==> src/rtl/mem_lsu_bridge.sv <==
// rtl/mem_lsu_bridge.sv - CPU load/store to word-wide memory data port bridge
// Optional MEM_LSU_UNALIGNED_TRAP_EN: misaligned half/word requests return resp_err without a memory access.
module mem_lsu_bridge (
  input  logic        clk,
  input  logic        rst,
  input  logic        req_valid,
  output logic        req_ready,
  input  logic        req_write,
  input  logic [1:0]  req_size,
  input  logic        req_signed,
  input  logic [31:0] req_address,
  input  logic [31:0] req_wdata,
  output logic        resp_valid,
  input  logic        resp_ready,
  output logic [31:0] resp_rdata,
  output logic        resp_err,
  output logic [31:0] dp_address,
  output logic [31:0] writedata,
  output logic [3:0]  byteenable,
  output logic        read_dp,
  output logic        write_dp,
  input  logic [31:0] dp_readdata,
  input  logic        stall
);

  typedef enum logic [1:0] {IDLE, ACCESS, RESP} state_t;

  state_t      state, state_next;
  logic        write_q, signed_q;
  logic [1:0]  size_q;
  logic [31:0] addr_q, wdata_q, rdata_q;
  logic [1:0]  lane;
  logic [3:0]  be_c;
  logic [31:0] rd_shift, load_ext;

`ifdef MEM_LSU_UNALIGNED_TRAP_EN
  logic req_misaligned;
  logic err_q;
  assign req_misaligned = ((req_size == 2'b01) && req_address[0]) ||
                          (req_size[1] && (req_address[1:0] != 2'b00));
  assign resp_err = err_q;
`else
  assign resp_err = 1'b0;
`endif

  assign resp_rdata = rdata_q;

  // Lane offset ignores address bits below the access size, so untrapped
  // misaligned accesses behave as if those bits were zero.
  always_comb begin
    lane = 2'b00;
    be_c = 4'b1111;
    case (size_q)
      2'b00: begin
        lane = addr_q[1:0];
        be_c = 4'b0001 << addr_q[1:0];
      end
      2'b01: begin
        lane = {addr_q[1], 1'b0};
        be_c = 4'b0011 << {addr_q[1], 1'b0};
      end
      default: begin
        lane = 2'b00;
        be_c = 4'b1111;
      end
    endcase
  end

  always_comb begin
    rd_shift = dp_readdata >> {lane, 3'b000};
    load_ext = rd_shift;
    case (size_q)
      2'b00:   load_ext = signed_q ? {{24{rd_shift[7]}}, rd_shift[7:0]}
                                   : {24'h0, rd_shift[7:0]};
      2'b01:   load_ext = signed_q ? {{16{rd_shift[15]}}, rd_shift[15:0]}
                                   : {16'h0, rd_shift[15:0]};
      default: load_ext = rd_shift;
    endcase
  end

  always_ff @(posedge clk) begin
    if (rst) state <= IDLE;
    else     state <= state_next;
  end

  always_comb begin
    state_next = state;
    case (state)
      IDLE: begin
        if (req_valid) begin
`ifdef MEM_LSU_UNALIGNED_TRAP_EN
          state_next = req_misaligned ? RESP : ACCESS;
`else
          state_next = ACCESS;
`endif
        end
      end
      ACCESS:  if (!stall) state_next = RESP;
      RESP:    if (resp_ready) state_next = IDLE;
      default: state_next = IDLE;
    endcase
  end

  always_comb begin
    req_ready  = 1'b0;
    resp_valid = 1'b0;
    dp_address = 32'h0;
    byteenable = 4'h0;
    writedata  = 32'h0;
    read_dp    = 1'b0;
    write_dp   = 1'b0;
    case (state)
      IDLE: req_ready = 1'b1;
      ACCESS: begin
        dp_address = {addr_q[31:2], 2'b00};
        byteenable = be_c;
        writedata  = wdata_q << {lane, 3'b000};
        read_dp    = ~write_q;
        write_dp   = write_q;
      end
      RESP:    resp_valid = 1'b1;
      default: ;
    endcase
  end

  always_ff @(posedge clk) begin
    if (rst) begin
      write_q  <= 1'b0;
      signed_q <= 1'b0;
      size_q   <= 2'b00;
      addr_q   <= 32'h0;
      wdata_q  <= 32'h0;
      rdata_q  <= 32'h0;
`ifdef MEM_LSU_UNALIGNED_TRAP_EN
      err_q    <= 1'b0;
`endif
    end else begin
      case (state)
        IDLE: begin
          if (req_valid) begin
            write_q  <= req_write;
            signed_q <= req_signed;
            size_q   <= req_size;
            addr_q   <= req_address;
            wdata_q  <= req_wdata;
            rdata_q  <= 32'h0;
`ifdef MEM_LSU_UNALIGNED_TRAP_EN
            err_q    <= req_misaligned;
`endif
          end
        end
        ACCESS: if (!stall) rdata_q <= write_q ? 32'h0 : load_ext;
        default: ;
      endcase
    end
  end

endmodule

==> config.mk <==
export PLATFORM = sky130hd
export DESIGN_NAME = mem_lsu_bridge
export DESIGN_NICKNAME = d
export VERILOG_FILES = /design/src/rtl/mem_lsu_bridge.sv
export SDC_FILE = /design/constraint.sdc
export NUM_CORES = 1
export LEC_CHECK = 0
export CORE_MARGIN = 4
export CORE_UTILIZATION = 37
export DETAILED_ROUTE_END_ITERATION = 16
export PLACE_DENSITY = 0.72
export SLEW_MARGIN = 20
export SYNTH_ARGS = -nofsm -noshare
export SYNTH_HDL_FRONTEND = slang
export SYNTH_SLANG_ARGS = --single-unit
export TNS_END_PERCENT = 10
==> constraint.sdc <==
create_clock -name clk -period 3.2 [get_ports clk]
set_clock_uncertainty 0.1 [all_clocks]
set_input_delay 0.64 -clock clk [delete_from_list [all_inputs] [get_ports clk]]
set_output_delay 0.64 -clock clk [all_outputs]
set_load 0.1 [all_outputs]
==> results.tsv <==
stage	metric	value	unit
clock_tree	Worst-Skew Late Latency	0.35	ns
min_path	hold_sp	addr_q[8]	
critical_path	R2R setup slack	0.94	ns
critical_path	FF-to-FF End	resp_rdata[31]	
die	die area	0.0150	mm^2
timing	RSZ-0062 raised after global routing	false	
cells_and_area	multi-input logic area	0.00258	mm^2
placement	DP HPWL	12900	um
route	Final ANT Viol Nets	0	
timing	Fin. Hold Viols	0	
cells_and_area	Layout Cells excl Fill	967	
yosys	Async S/R FF share, synth	0	%
critical_path	Worst Reg-to-Reg Cells	5	
cells_and_area	most frequent cells in the layout	nand2_1, clkdlybuf4s50_1, dfxtp_1, a21oi_1, buf_12	
clock_tree	CTS tree	done	
clock_tree	clk buf depth	2	
timing	period utilisation layout	91.9	%
yosys	yosys warns	0	
yosys	register area share after synthesis	42.2	%
route	via count	5161	
placement	Cells after DPL	952	
power	Leak	3.19	nW
power	total power	3.28	mW
yosys	Synth Register Bits	102	
timing	Tmin final	2.94	ns
timing	Max Fclk	340	MHz
power	pwr dens	416	mW/mm^2
cells_and_area	Finished Cell Area	0.00788	mm^2
grt	gr usage total	23.0	%
route	routed wl met3	2020	um
placement	placed inst area	0.00762	mm^2
route	routed len/inst	17.9	um
clock_tree	H-Tree Depth	3	
route	top layer in use	met5	
timing	Slew HR	36.7	%
die	Chip Width	122	um
route	final wirelength	17300	um
die	row count	41	
cells_and_area	nets	896	
clock_tree	TritonCTS buffer count	9	
grt	global-route wire length before repair	26900	um
timing	setup TNS	0	ns
critical_path	CP top delay family	simple AND/OR/NAND/NOR gates	
critical_path	CP max stage cell	nor2_1	
route	router iterations before antenna repair	5	
clock_tree	post-CTS setup buffers	0	
job	maxcap violations	0	
grt	largest net degree at the start of global routing	70	
critical_path	CP startpoint	size_q[1]	
grt	grt ovf	0	
clock_tree	clock sinks	102	
critical_path	Worst Path Class, Setup	reg2out	
placement	gpl congestion	0.919	
cells_and_area	share of cells above drive strength 1	19.6	%
placement	Setup WS pre-CTS	0.410	ns
die	Boundary Pins	210	
cells_and_area	fillers	1124	
placement	PortBufs	206	
timing	Worst Setup Slack, final	0.258	ns
clock_tree	CTS root buffer	clkbuf_16	
critical_path	arrival time worst endpoint	2.20	ns
cells_and_area	Antenna Cells	0	
critical_path	Startpoint Class	flip-flop	
yosys	Post-Synthesis Cell Area	0.00484	mm^2
yosys	distinct cell type count after synthesis	45	
die	Initial Util	38.0	%
grt	initial antenna violation count	2	
critical_path	Crit path required time	2.46	ns
critical_path	r2r startpoint	size_q[0]	
critical_path	buffer and inverter count on the worst path	1	
cells_and_area	Final Util	62.0	%
clock_tree	Hold Buf Count CTS	0	
critical_path	Worst path max stage delay	0.47	ns
yosys	cells after synthesis	613	
cells_and_area	Area Growth Syn to Fin	63.0	%
route	M1 WL	6490	um
die	die height	122	um
timing	worst slew pin tran	0.944	ns
yosys	Avg Cell Area, Syn	7.89	um^2
route	DRC violations left	0	
cells_and_area	storage element area	0.00204	mm^2
grt	vias in the first global route	5113	
route	routed wl met2	8310	um
min_path	Hold Crit Class	reg2reg	
outcome	status	completed	
yosys	Post-synth EDFFs	0	
critical_path	Top cell by count, worst path	nor2_1	
timing	Pins Over Slew Limit	0	
timing	Setup Viol. Count Final	0	
clock_tree	Clk pin slew, worst setup/hold paths	0.06	ns
route	initial drt markers	505	
clock_tree	post-cts sizing count	0	
die	core area	0.0127	mm^2
route	Via-to-Cell Ratio	5.34	
critical_path	CP Capture Type	output pin	
timing	Hold WS	0.351	ns
yosys	ys flop type	dfxtp_1	
critical_path	worst path cell trace	or3b_1, nor2_1, a2bb2oi_1, nor2_1, buf_12	
min_path	Hold Crit Endpoint	addr_q[8]	
cells_and_area	commonest non-fill, non-tap cell in the layout	nand2_1	
critical_path	CP max FO	8	
power	maximum vdd ir drop	0.000438	V
min_path	hold path depth	2	
-- Yosys cell counts (2+ instances only) --
master     instances  share of area, %
nor2b_1            5              0.65
inv_1              2              0.16
mux4_1             2               1.1
nand2_1          178                14
a221o_1            7               1.4
clkbuf_1          37               2.9
a2bb2oi_1          9               1.6
a32oi_1           16               2.9
buf_1              3              0.23
nor2_1            18               1.4
mux4_2             5               2.3
and2_1            34               4.4
nand2b_1           5              0.65
o21ai_0            9              0.93
a211oi_1           9               1.4
nor3_1             2              0.21
and3_1            16               2.1
a21oi_1           78               8.1
nand3_1           24               2.5
buf_2             11               1.1
mux2i_1            8               1.7
a22o_1             8               1.4
buf_4              3              0.47
dfxtp_1          102                42
buf_6              2              0.47
-- worst reg2reg max path: cells and delay by family (launching register included) --
kind	cells	cell delay [ns]
compound gates	1	0.22
simple gates	3	1.32
flops	1	0.32
buf+inv	1	0.21
-- how the worst max path moves through the flow --
stage,slack [ns],cells past startpoint,end
5_1_grt,0.02,5,writedata[19]
3_3_place_gp,0.51,5,resp_rdata[14]
2_1_floorplan,-0.49,4,byteenable[2]
6_report,0.26,5,writedata[17]
4_1_cts,0.24,5,writedata[17]
3_5_place_dp,0.41,5,resp_rdata[11]
-- report_power, final --
group,internal (mW),leakage (nW),total [mW],switching (mW)
logic,0.341,2.24,0.888,0.547
registers,1.33,0.833,1.38,0.0507
clock network,0.525,0.121,1.01,0.483
total,2.20,3.19,3.28,1.08
-- layer usage --
layer  global-route usage (%)  vias to the layer above
li1                         -                     2460
met1                     26.8                     2423
met2                     37.8                      240
met3                     10.2                       34
met4                     7.28                        4
met5                        0                        -
-- state kept, by name, indices dropped and copies added, names as in the netlist --
register    count
size_q          2
signed_q        1
write_q         1
state           2
addr_q         32
resp_rdata     32
wdata_q        32
-- cell type report --
cell class	instances	area share, %
Inverter	3	0.143
Timing Repair Buffer	222	35.2
Clock buffer	10	2.90
Clock inverter	5	0.460
Sequential cell	102	25.9
Tap cell	172	2.73
Multi-Input combinational cell	453	32.7
-- cells by family after synthesis --
kind of cell | after synthesis | synth area share (%)
other | 1 | 0.0775
buffers and inverters | 60 | 5.72
and+or+nand+nor | 293 | 27.8
AOI/OAI and AO/OA | 141 | 18.9
DFF | 102 | 42.2
muxes | 16 | 5.30
Power figures use the tool's default switching activity.
==> RTL edit (same flow settings) <==
Re-encode `state_t` (3 states) as one-hot, 3 bits wide.
--- a/src/rtl/mem_lsu_bridge.sv
+++ b/src/rtl/mem_lsu_bridge.sv
@@ -25,3 +25,3 @@
 
-  typedef enum logic [1:0] {IDLE, ACCESS, RESP} state_t;
+  typedef enum logic [2:0] {IDLE = 3'b001, ACCESS = 3'b010, RESP = 3'b100} state_t;
 
Formal check against the unedited RTL: same outputs for any inputs over 4 cycles, from zero or initial values and one cycle with rst high; so few cycles prove little.
==> RTL edit against the unedited design <==
Design area down 2.6%; first-iteration DRC count down 18%; wire length up 0.58%; cell count up 2.9%; via count up 1.2%; non-clock buffer count up 1; sequential cell count up 1; sequential share of layout area up 0.95 points; power down 5.0%; clock power up 12%; setup slack worse by 0.062 ns; critical endpoint is now writedata[23]; highest routed layer unchanged; area after synthesis up 0.34%.
==> RTL edit: results (changes against the unedited design) <==
- Worst-path clk slew: 0.07 ns
- GPL Wtd Cong: 0.9547 (was 0.9191)
- Clk_lat worst skew: 0.35 ns (about the same)
- Mean area per synthesized cell: 7.667 sq um (was 7.891 sq um)
- First-pass GRT wire length: 26660 microns (was 26910 microns)
- Worst path max stage delay: 0.41 ns (was 0.47 ns)
- Status: finished clean (unchanged)
- Top cells by count, synth: 196 x nand2_1, 103 x dfxtp_1, 90 x a21oi_1 (was 178 x nand2_1, 102 x dfxtp_1, 78 x a21oi_1)
- Antenna violations before repair: 2 (unchanged)
- Max H-tree Level: 3 (unchanged)
- Worst slew margin: 58.87% (was 36.75%)
- Leakage: 3.180 nW (was 3.191 nW)
- Met3 GRT Util: 6.544% (was 10.23%)
- Routed vias/inst: 5.249 (was 5.337)
- Grt met2 use: 37.75% (was 37.82%)
- WL per Instance: 17.49 microns (was 17.89 microns)
- Pin count of the biggest net entering global routing: 59 (was 70)
- Placed insts: 978 (was 952)
- Synth cell types: 38 (was 45)
- Final non-filler cell total: 995 (was 967)
- Switch Pwr: 873.0 uW (was 1.080 mW)
- Slowest-stage cell, CP: nand2b_1 (was nor2_1)
- Worst EP arrival: 2.26 ns (was 2.20 ns)
- CP Max Fanout: 17 (was 8)
- Total track usage: 22.83% (was 22.97%)
- Vias in the first global route: 5151 (was 5113)
- Share of layout cells above drive strength 1: 19.71% (was 19.62%)
- GR Util met1: 27.56% (was 26.84%)
- Final nets: 922 (was 896)
- Sequential element share of the synthesized area: 42.49% (was 42.21%)
- Yosys warns: 0 (unchanged)
- IR drop worst, VDD: 0.2647 mV (was 0.4376 mV)
- Post-DP HPWL: 13160 microns (was 12930 microns)
- Top post-synthesis cells by area: dfxtp_1 42%, nand2_1 15%, a21oi_1 9.3%, a22oi_1 4.8%, and2_1 4.4% (was dfxtp_1 42%, nand2_1 14%, a21oi_1 8.1%, and2_1 4.4%, a32oi_1 2.9%)
- Dpl ws: 0.5506 ns (was 0.4097 ns)
- Initial DRC count: 413 (was 505)
-- RTL edit: changes by cell type after synthesis, sizes merged, moves of 5 or more --
cell,unedited run,this run
a221o,7,1
a22oi,0,31
nand2,178,197
a22o,8,13
a21oi,78,90
clkbuf,37,31
nor2,18,34
a32oi,16,0
a2bb2oi,9,0
nand3,24,2
-- RTL edit: logic make-up after synthesis --
group / Yosys count / synth area share (%)
compound gates: 152 / 19.23
flops: 103 / 42.49
mux: 16 / 5.130
other cells: 1 / 0.07727
simple gates: 305 / 27.82
buf+inv: 56 / 5.259
-- RTL edit: repair_timing --
action | in CTS | in global routing
gates resized for setup | 0 | 1
hold buffers | 0 | 0
setup endpoints to repair | 0 | 3
-- RTL edit: per-stage QoR --
step	area, sq um	utilization [%]	hold WS [ns]
after detailed placement	7365	57.89	0.3444
final	7679	60.36	0.3505
after global placement	7365	57.89	0.3366
after floorplan	4966	-	0.3317
after CTS	7674	60.32	0.3536
after global routing	7676	60.34	0.3636
-- RTL edit: power by group through the flow --
| stage | registers [mW] | clock network [mW] | logic [mW] |
|---|---|---|---|
| CTS | 1.39 | 1.16 | 0.592 |
| floorplan | 1.41 | 0 | 0.345 |
| detailed placement | 1.42 | 0 | 0.590 |
| global route | 1.40 | 1.21 | 0.639 |
| global placement | 1.41 | 0 | 0.580 |
| finish | 1.39 | 1.13 | 0.591 |
-- RTL edit: final cells by class --
cell class                 count  area, sq um
fill                        1141         5044
multi-input combinational    476         2658
timing repair buffer         223         2417
sequential                   103         2062
clock buffer                  11        252.7
tap                          172        215.2
clock inverter                 5        56.30
inverter                       4        15.01
antenna                        1        2.502
-- RTL edit: worst reg2reg max path: cells and delay by family, from the launching register on --
kind                   cells  cell delay (ns)
muxes                      1             0.33
buffers and inverters      1             0.19
DFF                        1             0.32
and+or+nand+nor            2             0.28
AOI/OAI and AO/OA          2             0.81
-- RTL edit: per-layer routing --
metal,up-vias,routed length [microns]
met3,40,1636
met1,2429,6938
met2,255,8280
met4,4,520
li1,2495,-
met5,-,27
-- RTL edit: final timing paths --
| check | cells after the start | slack [ns] | to | startpoint |
|---|---|---|---|---|
| hold / removal | 2 | 0.35 | addr_q[22] | addr_q[22] |
| hold reg to reg | 2 | 0.35 | addr_q[22] | addr_q[22] |
| setup reg to reg | 6 | 1.03 | resp_rdata[25] | size_q[0] |
| setup / recovery | 7 | 0.20 | writedata[23] | size_q[1] |
